[src/rtl/adder_pkg.sv]
// Shared definitions for the nibble-serial adder.
//   NIBBLE_W  : width of the shared adder slice
//   state_e   : controller states
//   width_ok  : legal operand widths are positive multiples of NIBBLE_W
package adder_pkg;

  localparam int NIBBLE_W = 4;

  typedef enum logic [1:0] {
    IDLE = 2'd0,
    RUN  = 2'd1,
    DONE = 2'd2
  } state_e;

  function automatic bit width_ok(input int w);
    return (w >= NIBBLE_W) && ((w % NIBBLE_W) == 0);
  endfunction

endpackage

[src/rtl/nibble_rca4.sv]
// Combinational 4-bit ripple-carry adder slice built from gate-level full adders.
// Ports:
//   a, b [3:0] : addend nibbles
//   ci         : carry in
//   s [3:0]    : sum nibble
//   co         : carry out of bit 3
module nibble_rca4 (
  input  logic [3:0] a,
  input  logic [3:0] b,
  input  logic       ci,
  output logic [3:0] s,
  output logic       co
);

  logic [4:0] w_c;

  assign w_c[0] = ci;

  for (genvar i = 0; i < 4; i++) begin : g_fa
    logic w_p;
    assign w_p        = a[i] ^ b[i];
    assign s[i]       = w_p ^ w_c[i];
    assign w_c[i + 1] = (a[i] & b[i]) | (w_p & w_c[i]);
  end

  assign co = w_c[4];

endmodule

[src/rtl/nibble_serial_adder_ctrl.sv]
// Nibble-serial adder: one shared 4-bit slice adds two WIDTH-bit operands over
// WIDTH/4 cycles, LSB nibble first, with a registered carry between nibbles.
// Ports:
//   clk, rst_n             : clock, async active-low reset
//   in_valid/in_ready      : operand handshake (a, b, cin sampled on accept)
//   out_valid/out_ready    : result handshake
//   sum [WIDTH-1:0], cout  : a+b+cin, held until the next result
//
// state | meaning
// IDLE  | waiting for operands, in_ready=1
// RUN   | one nibble added per cycle, exactly NIB cycles
// DONE  | result presented, waiting for out_ready
module nibble_serial_adder_ctrl
  import adder_pkg::*;
#(
  parameter int WIDTH = 16
) (
  input  logic             clk,
  input  logic             rst_n,
  input  logic             in_valid,
  output logic             in_ready,
  input  logic [WIDTH-1:0] a,
  input  logic [WIDTH-1:0] b,
  input  logic             cin,
  output logic             out_valid,
  input  logic             out_ready,
  output logic [WIDTH-1:0] sum,
  output logic             cout
);

  localparam int NIB   = WIDTH / NIBBLE_W;
  localparam int CNT_W = (NIB > 1) ? $clog2(NIB) : 1;

  if (!width_ok(WIDTH)) begin : g_width_check
    $error("nibble_serial_adder_ctrl: WIDTH must be a multiple of 4 and >= 4");
  end

  state_e           r_state;
  logic [WIDTH-1:0] r_a_sh;
  logic [WIDTH-1:0] r_b_sh;
  logic             r_carry;
  logic [CNT_W-1:0] r_cnt;

  logic [NIBBLE_W-1:0] w_nib;
  logic                w_co;
  logic [WIDTH-1:0]    w_sum_full;

  nibble_rca4 u_rca (
    .a  (r_a_sh[NIBBLE_W-1:0]),
    .b  (r_b_sh[NIBBLE_W-1:0]),
    .ci (r_carry),
    .s  (w_nib),
    .co (w_co)
  );

  // Partial sum: earlier nibbles sit in the top of r_part and slide down as
  // new ones arrive, so after the last step {w_nib, r_part} is the full sum.
  // A single-nibble adder needs no partial storage.
  if (NIB > 1) begin : g_part
    logic [WIDTH-NIBBLE_W-1:0] r_part;

    assign w_sum_full = {w_nib, r_part};

    always_ff @(posedge clk or negedge rst_n) begin
      if (!rst_n) begin
        r_part <= '0;
      end else if (r_state == RUN) begin
        r_part <= w_sum_full[WIDTH-1:NIBBLE_W];
      end
    end
  end else begin : g_no_part
    assign w_sum_full = w_nib;
  end

  always_ff @(posedge clk or negedge rst_n) begin
    if (!rst_n) begin
      r_state   <= IDLE;
      r_a_sh    <= '0;
      r_b_sh    <= '0;
      r_carry   <= 1'b0;
      r_cnt     <= '0;
      in_ready  <= 1'b1;
      out_valid <= 1'b0;
      sum       <= '0;
      cout      <= 1'b0;
    end else begin
      case (r_state)
        IDLE: begin
          if (in_valid && in_ready) begin
            r_a_sh   <= a;
            r_b_sh   <= b;
            r_carry  <= cin;
            r_cnt    <= '0;
            in_ready <= 1'b0;
            r_state  <= RUN;
          end
        end
        RUN: begin
          r_a_sh  <= r_a_sh >> NIBBLE_W;
          r_b_sh  <= r_b_sh >> NIBBLE_W;
          r_carry <= w_co;
          r_cnt   <= r_cnt + CNT_W'(1);
          if (r_cnt == CNT_W'(NIB - 1)) begin
            // Load the outputs on the same edge as the last nibble so the
            // result is valid the cycle DONE is entered.
            sum       <= w_sum_full;
            cout      <= w_co;
            out_valid <= 1'b1;
            r_state   <= DONE;
          end
        end
        DONE: begin
          if (out_ready) begin
            out_valid <= 1'b0;
            in_ready  <= 1'b1;
            r_state   <= IDLE;
          end
        end
        default: begin
          out_valid <= 1'b0;
          in_ready  <= 1'b1;
          r_state   <= IDLE;
        end
      endcase
    end
  end

endmodule
[config.mk]
export PLATFORM = sky130hd
export DESIGN_NAME = nibble_serial_adder_ctrl
export DESIGN_NICKNAME = d
export VERILOG_FILES = /design/src/rtl/adder_pkg.sv /design/src/rtl/nibble_rca4.sv /design/src/rtl/nibble_serial_adder_ctrl.sv
export SDC_FILE = /design/constraint.sdc
export NUM_CORES = 1
export LEC_CHECK = 0
export CELL_PAD_IN_SITES_DETAIL_PLACEMENT = 0
export CELL_PAD_IN_SITES_GLOBAL_PLACEMENT = 1
export CORE_MARGIN = 8
export CORE_UTILIZATION = 39
export DETAILED_ROUTE_END_ITERATION = 12
export PLACE_DENSITY_LB_ADDON = 0.1
export SETUP_SLACK_MARGIN = 0.05
export SLEW_MARGIN = 10
export SYNTH_ARGS = -nofsm -noshare
export SYNTH_HDL_FRONTEND = slang
export SYNTH_SLANG_ARGS = --single-unit
[constraint.sdc]
create_clock -name clk -period 2.37 [get_ports clk]
set_input_delay 0.474 -clock clk [delete_from_list [all_inputs] [get_ports clk]]
set_output_delay 0.474 -clock clk [all_outputs]
set_load 0.02 [all_outputs]
* After elaboration in Yosys (flattened, before gate mapping)
Cells that the tools add are included.
** Operators by class
- Add/subtract/negate cells :: 1
- Eq/ne operators :: 6
- Mux-type cells :: 18
- Bitwise logic cells :: 22
- Reduce and logical (&&, ||, !) cells :: 8
** Operators with widths (count)
- $pmux W16 S2 :: 2
- $mux W16 :: 2
- $reduce_and A3 Y1 :: 3
- $and A1 B1 Y1 :: 8
- $mux W2 :: 4
- $xor A1 B1 Y1 :: 8
- $pmux W1 S3 :: 2
- $pmux W2 S3 :: 1
- $mux W1 :: 5
- $eq A2 B2 Y1 const B :: 2
- $ne A2 B2 Y1 const B :: 2
- $or A1 B1 Y1 :: 4
- $pmux W2 S2 :: 1
- $reduce_and A2 Y1 :: 2
- $add A2 B1 Y2 const B :: 1
- $eq A2 B1 Y1 const B :: 1
- $logic_not A2 Y1 :: 1
- $ne A2 B1 Y1 const B :: 1
- $not A1 Y1 :: 2
- $pmux W1 S2 :: 1
- $reduce_bool A2 Y1 :: 1
- $logic_and A1 B1 Y1 :: 1
** Storage, ports and cells
- Register bits :: 68
- Word-level logic and storage cells :: 65

* Depth between registers and ports, before layout
Gate-level depths: netlist (run 1).
- Word-level depth :: 10
- Depth in mapped cells :: 9
- Mapped depth without buffers :: 9

* Cells and area by module
A second synthesis (run 1) with hierarchy kept.
** Unflattened totals
- Cells, all modules :: 299
- Area total of the unflattened synthesis :: 2961.6 µm²
** Modules (own cells, without submodules)
- nibble_serial_adder_ctrl :: instances 1, cells each 285, area each 2844.0 µm²
- nibble_rca4 :: instances 1, cells each 14, area each 117.6 µm²

* Least setup slack after synthesis (run 1)
Ideal clock, no wire load.
- Path type :: reg2reg
- Start point :: register r_carry
- End point :: register g_part.r_part[11]
- Data arrival time :: 1981 ps
- Data required time :: 2287 ps
- Path slack :: 307 ps
- Stages on the path, launching flop included :: 9
- Buffers on the path :: 0
- Cells stage by stage :: dfrtp_1 > inv_1 > fa_1 > inv_1 > fa_1 > fa_1 > inv_1 > fa_1 > o21ai_0
** Between the ends
- Cells in the longest elaborated chain, start to end :: 7
** Ends and longest elaborated chain
- start: declaration :: RTL line nibble_serial_adder_ctrl.sv:41 : logic r_carry;
- start signal: assignment :: RTL line nibble_serial_adder_ctrl.sv:92 : r_carry <= cin;
- start signal: assignment :: RTL line nibble_serial_adder_ctrl.sv:101 : r_carry <= w_co;
- $and A1 B1 Y1 :: RTL line nibble_rca4.sv:23 : assign w_c[i + 1] = (a[i] & b[i]) | (w_p & w_c[i]);
- $or A1 B1 Y1 :: RTL line nibble_rca4.sv:23
- $and A1 B1 Y1 :: RTL line nibble_rca4.sv:23
- $or A1 B1 Y1 :: RTL line nibble_rca4.sv:23
- $and A1 B1 Y1 :: RTL line nibble_rca4.sv:23
- $or A1 B1 Y1 :: RTL line nibble_rca4.sv:23
- $xor A1 B1 Y1 :: RTL line nibble_rca4.sv:22 : assign s[i] = w_p ^ w_c[i];
- end signal: assignment :: RTL line nibble_serial_adder_ctrl.sv:68 : r_part <= w_sum_full[WIDTH-1:NIBBLE_W];
- end: declaration :: RTL line nibble_serial_adder_ctrl.sv:60 : logic [WIDTH-NIBBLE_W-1:0] r_part;
No other way between the ends.
A chain may end at the register's enable or synchronous reset.

* Worst setup path in the final report (run 1)
Ends and elaborated chain as after synthesis.

==> results of run 1 <==
## area by class of cell
type / count / share of cell area
Clock buffer: 11 / 0.0394
Clock inverter: 5 / 0.0277
Inverter: 8 / 0.00781
Multi-Input combinational cell: 204 / 0.284
Sequential cell: 68 / 0.443
Tap cell: 99 / 0.0322
Timing Repair Buffer: 64 / 0.166
## registers in the layout (all words and copies together), names as in the netlist
register and flops:
cout 1, g_part.r_part 12, in_ready 1, out_valid 1, r_a_sh 16, r_b_sh 16, r_carry 1, r_cnt 2
r_state 2, sum 16
## cells by family after synthesis
kind of cell	Yosys count
DFF	68
buffers and inverters	27
adders and majority gates	5
muxes	14
AOI/OAI and AO/OA	78
and+or+nand+nor	107
## worst min path at each step
stage,from,to,slack (ns)
detailed placement,g_part.r_part[1],g_part.r_part[1],0.46
finish,rst_n,sum[0],0.15
CTS,rst_n,g_part.r_part[0],0.15
global placement,g_part.r_part[1],g_part.r_part[1],0.46
floorplan,rst_n,cout,0.18
global route,rst_n,g_part.r_part[0],0.16
## power groups by stage
| stage | sequential, W | clock (W) | combinational [W] |
|---|---|---|---|
| floorplan | 0.00213 | 0 | 0.00101 |
| global route | 0.00211 | 0.00129 | 0.00195 |
| CTS | 0.00205 | 0.00123 | 0.00178 |
| global placement | 0.00205 | 0 | 0.00173 |
| finish | 0.00204 | 0.00121 | 0.00173 |
| detailed placement | 0.00207 | 0 | 0.00177 |
## synth_stat cells (2+ instances only)
cell type / n
a21oi_1: 55
a22oi_1: 5
buf_2: 7
buf_4: 3
buf_6: 3
clkbuf_1: 6
dfrtp_1: 67
fa_1: 4
inv_1: 8
mux2_1: 6
mux2_2: 8
nand2_1: 75
nand3b_1: 2
nor2_1: 26
o21ai_0: 11
o21ai_1: 3
## per-layer routing
metal,up-vias,GRT usage,part of all wire
met2,45,0.194,0.45
met1,1048,0.170,0.48
li1,1105,-,-
met5,-,0,0
met3,11,0.0338,0.049
met4,0,0.0634,0.018
## critical path: stages, from the launching register on
cell and delay (ns):
dfrtp_1 0.38, inv_1 0.11, fa_1 0.17, inv_1 0.05, fa_1 0.39, fa_1 0.36
inv_1 0.07, fa_1 0.41, o21ai_0 0.16
## stage by stage
step | worst slack (ns) | std cells | hold WS [ns]
finish | 0.191 | 459 | 0.146
global route | 0.0862 | 459 | 0.162
CTS | 0.190 | 459 | 0.151
detailed placement | 0.206 | 443 | 0.461
global placement | 0.238 | 443 | 0.456
floorplan | 0.307 | 299 | 0.178
==> impl_metrics.toml, run 1 <==
[power_and_ir_drop]
pwr-share-comb = 0.348
intPower_w = 0.00327
p_leak_nw = 1.81
netSwitchingFraction = 0.343
p_seq_frac = 0.409
switchingPower_w = 0.00171
pwr_density_cell_mw_per_mm2 = 1290
ir_drop_mv = 0.382
p_clk_frac = 0.243
p_total_w = 0.00498

[synthesis]
yosys-top-cells-area = "dfrtp_1 57%, nand2_1 9.6%, a21oi_1 9.4%"
synth_compound_area_frac = 0.143
async_reset_ff_frac = 1.00
synth_area_mm2 = 0.00294
synth_top_family_by_area = "simple AND/OR/NAND/NOR gates"
ys_ff_latch = 68
syn-instance-count = 299
yosys.area.top_type_share = 0.570
synth_warnings = 0
synth_edf_count = 0
synthXorXnorAreaFrac = 0
yosys.area_share.simple = 0.144
yosysUniqueCellTypes = 26
synthAdderAreaFrac = 0.0315
ys.flop_type = "dfrtp_1"
synth.avg_cell_area_um2 = 9.83
synth_nets = 341
yosysTopAreaCell = "dfrtp_1"
synthMuxAreaShare = 0.0536
yosysSeqAreaShare = 0.579

[sta]
clock.fmax_mhz = 459
finalHoldViolations = 0
tns_ns = 0
report.final.slew_viol_count = 0
setup_viol = 0
worst_slew_pin_slew_ns = 0.517
post-route-period-util = 0.919
skew_ns = 0.0118
layout_min_cycle_time_ns = 2.18
slew_headroom = 0.655
grt_setup_unrepaired = "no"

[critical_path]
r2r_end = "g_part.r_part[11]"
path_class = "reg2reg"
critPathLaunchType = "flop"
cp_max_fo = 2
crit_required_ns = 2.62
regToRegStartpoint = "r_carry"
critPathLaunch = "r_carry"
rr_worst_depth = 8
arrival_ns = 2.43
crit_end = "g_part.r_part[11]"
r2r_slack_ns = 0.19
cp-end-kind = "flop"

[routing]
wirelength_mm = 6.49
antenna_left = 0
route.detailed.drc = 0
vias = 2209
drtIter0Drc = 95
routed_via_density = 4.81
drtPass1Iterations = 4
route.detailed.wl_per_inst_um = 14.1

[clock_network]
clk_path_buf_depth = 2
tritoncts = "yes"
cts_resized = 0
cts_buffers = 9
cts_num_sinks = 68
htree_levels = 3
clockRootBuffer = "clkbuf_8"
cts.clk_slew.worst_paths_ns = 0.08
clock_latency_ns = 0.34
holdBufCountCts = 0
cts_setup_buffers = 0

[place]
dp_hpwl_mm = 4.33
placed_area_mm2 = 0.00359
gp_congestion = 0.721
io_buffers = 55

[final_layout]
area_growth_pct = 30.8
multi_input_area_mm2 = 0.00109
diodes = 0
layout_common_cells = "75 x nand2_1, 67 x dfrtp_1, 55 x a21oi_1"
nNetsFinal = 397
drive_above_1_share = 0.100
nFillCells = 701
finalInstanceArea_mm2 = 0.00385
layout.cells.most_common = "nand2_1"
regArea_mm2 = 0.00170
post-route-util = 0.527

[global_routing]
grt_max_degree = 69
grt_pass1_wl_mm = 10.6
overflow = 0
grt_use_total = 0.130
antenna_found_initial = 0
grt_pass1_vias = 2121

[flow_run]
max-cap-violations = 0

[floorplanning]
die_w_um = 103
num_io_pins = 56
start_util = 0.403
core_area_mm2 = 0.00729
die_h_um = 103
die_area_mm2 = 0.0106
num_rows = 31

[run_status]
status = "complete, no violations"

[worst_hold_path]
hold_class = "in2async"
No activity file was read; power rests on OpenSTA's default activity.
==> inputs of run 2 (changes only) <==
--- a/config.mk
+++ b/config.mk
@@ -8,11 +8,11 @@
 export CELL_PAD_IN_SITES_DETAIL_PLACEMENT = 0
 export CELL_PAD_IN_SITES_GLOBAL_PLACEMENT = 1
 export CORE_MARGIN = 8
-export CORE_UTILIZATION = 39
+export CORE_UTILIZATION = 48
 export DETAILED_ROUTE_END_ITERATION = 12
+export DONT_BUFFER_PORTS = 1
 export PLACE_DENSITY_LB_ADDON = 0.1
 export SETUP_SLACK_MARGIN = 0.05
-export SLEW_MARGIN = 10
 export SYNTH_ARGS = -nofsm -noshare
 export SYNTH_HDL_FRONTEND = slang
 export SYNTH_SLANG_ARGS = --single-unit
==> run 2 against run 1 <==
Net effect:
- count of clock-buffer cells in the layout grew 2
- first-iteration DRC count grew 11%
- utilization rose by 1.2 points
- highest routed layer unchanged
==> impl_metrics.toml, run 2 (synthesized netlist as in run 1, its figures left out) <==
[routing]
vias = 2050
wirelength_mm = 6.08
routed_via_density = 5.39
drtPass1Iterations = 4
route.detailed.drc = 0
route.detailed.wl_per_inst_um = 16.0
drtIter0Drc = 105
antenna_left = 0

[global_routing]
grt_pass1_wl_mm = 10.2
overflow = 0
antenna_found_initial = 0
grt_pass1_vias = 2018
grt_max_degree = 69
grt_use_total = 0.151

[floorplanning]
die_h_um = 94.3
num_rows = 28
die_area_mm2 = 0.00889
start_util = 0.497
die_w_um = 94.3
core_area_mm2 = 0.00592
num_io_pins = 56

[final_layout]
post-route-util = 0.540
area_growth_pct = 8.72
layout_common_cells = "75 x nand2_1, 67 x dfrtp_1, 55 x a21oi_1"
diodes = 0
layout.cells.most_common = "nand2_1"
nNetsFinal = 343
reg_top3 = "r_a_sh x16, r_b_sh x16, sum x16"
drive_above_1_share = 0.108

[critical_path]
rr_worst_depth = 8
crit_required_ns = 2.62
regToRegStartpoint = "r_carry"
crit_top_cell = "fa_1"
cpPeakStageDelay_ns = 0.42
critPathLaunch = "r_carry"
r2r_slack_ns = 0.19
arrival_ns = 2.43
r2r_end = "g_part.r_part[11]"
critPathSlowestCell = "fa_1"
cp_max_fo = 2
critPathBufInv = 3
critPathTopFamily = "adder cells"
critPathLaunchType = "flop"
crit_chain = "inv_1 > fa_1 > inv_1 > fa_1 > fa_1 > inv_1 > fa_1 > o21ai_0"
cp-end-kind = "flop"
path_class = "reg2reg"

[clock_network]
tritoncts = "yes"
cts.clk_slew.worst_paths_ns = 0.07
cts_setup_buffers = 0
cts_buffers = 9
clock_latency_ns = 0.33
clockRootBuffer = "clkbuf_8"
htree_levels = 3
clk_path_buf_depth = 2
cts_num_sinks = 68

[run_status]
status = "complete, no violations"

[sta]
tns_ns = 0
worst_slew_pin_slew_ns = 0.595
grt_setup_unrepaired = "no"
skew_ns = 0.00270
layout_min_cycle_time_ns = 2.18
setup_slack_ns = 0.190
slew_headroom = 0.603
finalHoldViolations = 0
setup_viol = 0
clock.fmax_mhz = 459
post-route-period-util = 0.920
report.final.slew_viol_count = 0

[place]
gp_congestion = 0.733
place_ws_ns = 0.130
dp_hpwl_mm = 4.16
io_buffers = 0

[power_and_ir_drop]
p_leak_nw = 1.58
pwr_density_cell_mw_per_mm2 = 1350
ir_drop_mv = 0.574

[flow_run]
max-cap-violations = 0

[worst_hold_path]
hold_class = "in2async"
## run 2: cell count changes in the layout (fill, tap and decap cells not counted), sizes merged
| cell | before | now |
|---|---|---|
| bufinv | 3 | 0 |
| clkbuf | 11 | 13 |
| clkdlybuf4s50 | 54 | 0 |
| clkinv | 0 | 2 |
| clkinvlp | 1 | 0 |
| inv | 9 | 8 |
## run 2: worst max path at each step
stage	end	cells after the start
after floorplan	g_part.r_part[11]	8
after global placement	sum[15]	8
after detailed placement	sum[15]	8
after CTS	sum[15]	8
after global routing	g_part.r_part[11]	8
final	g_part.r_part[11]	8
## run 2: final cells by class
type	count	area, um2
sequential	68	1700
clock buffer	13	159
fill	541	2720
tap	75	93.8
multi-input combinational	204	1090
clock inverter	2	10.0
inverter	8	30.0
timing repair buffer	10	108
## run 2: where the power goes
part           leakage, nW  internal, W  switching [W]
logic                0.642     0.000562       0.000705
registers            0.844      0.00170       0.000515
clock network       0.0893     0.000428       0.000394
total                 1.58      0.00269        0.00161
## run 2: repair_timing
item,in CTS,in global routing
hold endpoints to repair,68,0
setup endpoints to repair,0,1
resized for setup,0,1
hold buffers,1,0
## run 2: layer usage
layer	wire, um	track usage	vias up
li1	-	-	997
met1	2740	0.196	989
met2	2770	0.206	55
met3	461	0.0616	9
met4	109	0.0832	0
met5	0	0	-
## run 2: metrics by stage
stage               power (W)  hold slack (ns)  cells  area [um2]
floorplan             0.00314            0.178    299        2940
global placement      0.00345            0.181    364        3000
detailed placement    0.00352            0.181    364        3000
CTS                   0.00438           0.0187    380        3200
global route          0.00468           0.0251    380        3200
finish                0.00430           0.0224    380        3200
==> inputs of run 3 (changes only) <==
--- a/config.mk
+++ b/config.mk
@@ -7,7 +7,7 @@
 export LEC_CHECK = 0
 export CELL_PAD_IN_SITES_DETAIL_PLACEMENT = 0
 export CELL_PAD_IN_SITES_GLOBAL_PLACEMENT = 1
-export CORE_MARGIN = 8
+export CORE_MARGIN = 2
 export CORE_UTILIZATION = 48
 export DETAILED_ROUTE_END_ITERATION = 12
 export DONT_BUFFER_PORTS = 1
==> run 3 against run 2 <==
Net effect:
- register-to-register slack worse by 0.02 ns
- sequential share of layout area fell by 0.88 points
- largest power group unchanged
- global-route usage increased by 4.4 points
- clock power is 44% higher
- flip-flop and latch count unchanged
- first-iteration DRC count grew 17%
- wire length shrank 1.3%
- total power increased by 7.7%
==> impl_metrics.toml, run 3 (synthesized netlist as in run 1, its figures left out) <==
[power_and_ir_drop]
p_leak_nw = 1.60
ir_drop_mv = 0.524
pwr_density_cell_mw_per_mm2 = 1430

[place]
dp_hpwl_mm = 3.77
dp_cells = 362
gp_congestion = 0.737
io_buffers = 0

[floorplanning]
core_area_mm2 = 0.00592
start_util = 0.497
die_area_mm2 = 0.00677
die_h_um = 82.3
num_rows = 28
die_w_um = 82.3
num_io_pins = 56

[routing]
routed-wl-met3_um = 347
top_layer = "met4"
wl_met1_mm = 2.82
antenna_left = 0
vias = 2041
met2_length_mm = 2.74
route.detailed.drc = 0
routed_via_density = 5.39
route.detailed.wl_per_inst_um = 15.8
drtPass1Iterations = 4
wirelength_mm = 6.00
drtIter0Drc = 123

[final_layout]
nFillCells = 544
layout.cells.most_common = "nand2_1"
area_growth_pct = 10.6
post-route-util = 0.549
nNetsFinal = 341
reg_top3 = "r_a_sh x16, r_b_sh x16, sum x16"
fin_cells = 379
drive_above_1_share = 0.109
layout_common_cells = "75 x nand2_1, 67 x dfrtp_1, 55 x a21oi_1"
diodes = 0

[critical_path]
critPathTopFamily = "adder cells"
path_class = "reg2reg"
regToRegStartpoint = "r_carry"
critPathLaunchType = "flop"
critPathSlowestCell = "fa_1"
rr_worst_depth = 8
cpPeakStageDelay_ns = 0.42
arrival_ns = 2.46
crit_chain = "inv_1 > fa_1 > inv_1 > fa_1 > fa_1 > inv_1 > fa_1 > o21ai_0"
r2r_end = "sum[15]"
crit_top_cell = "fa_1"
critPathBufInv = 3
cp_max_fo = 2
cp-end-kind = "flop"
r2r_slack_ns = 0.17
crit_required_ns = 2.63

[sta]
clock.fmax_mhz = 455
finalHoldViolations = 0
worst_slew_pin_slew_ns = 0.512
grt_setup_unrepaired = "yes"
layout_min_cycle_time_ns = 2.20
tns_ns = 0
slew_headroom = 0.659
setup_viol = 0
post-route-period-util = 0.927
hold_ws_ns = 0.0198
skew_ns = 0.00663
report.final.slew_viol_count = 0

[global_routing]
grt_use_total = 0.195
grt_pass1_vias = 2007
grt_pass1_wl_mm = 9.72
overflow = 0
antenna_found_initial = 0
grt_max_degree = 69

[clock_network]
htree_levels = 3
cts_num_sinks = 68
tritoncts = "yes"
cts_buffers = 9
clock_latency_ns = 0.34
cts_setup_buffers = 0
cts.clk_slew.worst_paths_ns = 0.07
clockRootBuffer = "clkbuf_8"
clk_path_buf_depth = 2

[worst_hold_path]
hold_class = "in2async"

[run_status]
status = "complete, no violations"

[flow_run]
max-cap-violations = 0
-- run 3: cell count changes in the layout (fill, tap and decap cells not counted) --
cell       before  now
clkbuf_1        2    1
clkinv_2        2    1
bufinv_16       0    3
buf_12          1    0
buf_4           8    7
-- run 3: metal layers --
| layer | track usage | up-vias |
|---|---|---|
| li1 | - | 987 |
| met1 | 0.259 | 996 |
| met2 | 0.291 | 50 |
| met3 | 0.0543 | 8 |
| met4 | 0.100 | 0 |
| met5 | 0 | - |
-- run 3: worst max-delay path by stage --
stage                                   end  startpoint  slack [ns]  depth (start not counted)
final                               sum[15]     r_carry        0.17                          8
after global routing                sum[15]     r_carry        0.05                          8
after CTS                           sum[15]     r_carry        0.16                          8
after detailed placement            sum[15]     r_carry        0.17                          8
after global placement              sum[15]     r_carry        0.23                          8
after floorplan           g_part.r_part[11]     r_carry        0.31                          8
-- run 3: worst reg2reg max path, delay by kind of cell, from the launching register on --
kind                     cells  cell delay, ns
flip-flops                   1            0.39
AO/OA/AOI/OAI                1            0.17
adder cells (fa/ha/maj)      4            1.33
buffers and inverters        3            0.23
-- run 3: final cells by class --
class	instances	area, um2	share of cell area
inverter	8	30.0	0.00924
timing repair buffer	8	80.1	0.0246
clock inverter	4	95.1	0.0293
multi-input combinational	204	1090	0.336
clock buffer	12	155	0.0477
sequential	68	1700	0.524
tap	75	93.8	0.0289
-- run 3: timing repair --
action	in CTS	in global routing
hold endpoints to repair	68	0
resized for setup	0	1
endpoints found under the setup margin	0	1
hold buffers	1	0
-- run 3: stage by stage --
step	total power [W]	worst slack [ns]	instance area [um2]
5_1_grt	0.00504	0.0484	3250
2_1_floorplan	0.00314	0.307	2940
3_3_place_gp	0.00342	0.231	2970
3_5_place_dp	0.00348	0.174	2970
4_1_cts	0.00470	0.159	3250
6_report	0.00464	0.172	3250
-- run 3: where the power goes --
| part | switching [W] | internal, W |
|---|---|---|
| Sequential | 0.000532 | 0.00170 |
| Clock | 0.000423 | 0.000755 |
| Combinational | 0.000690 | 0.000535 |
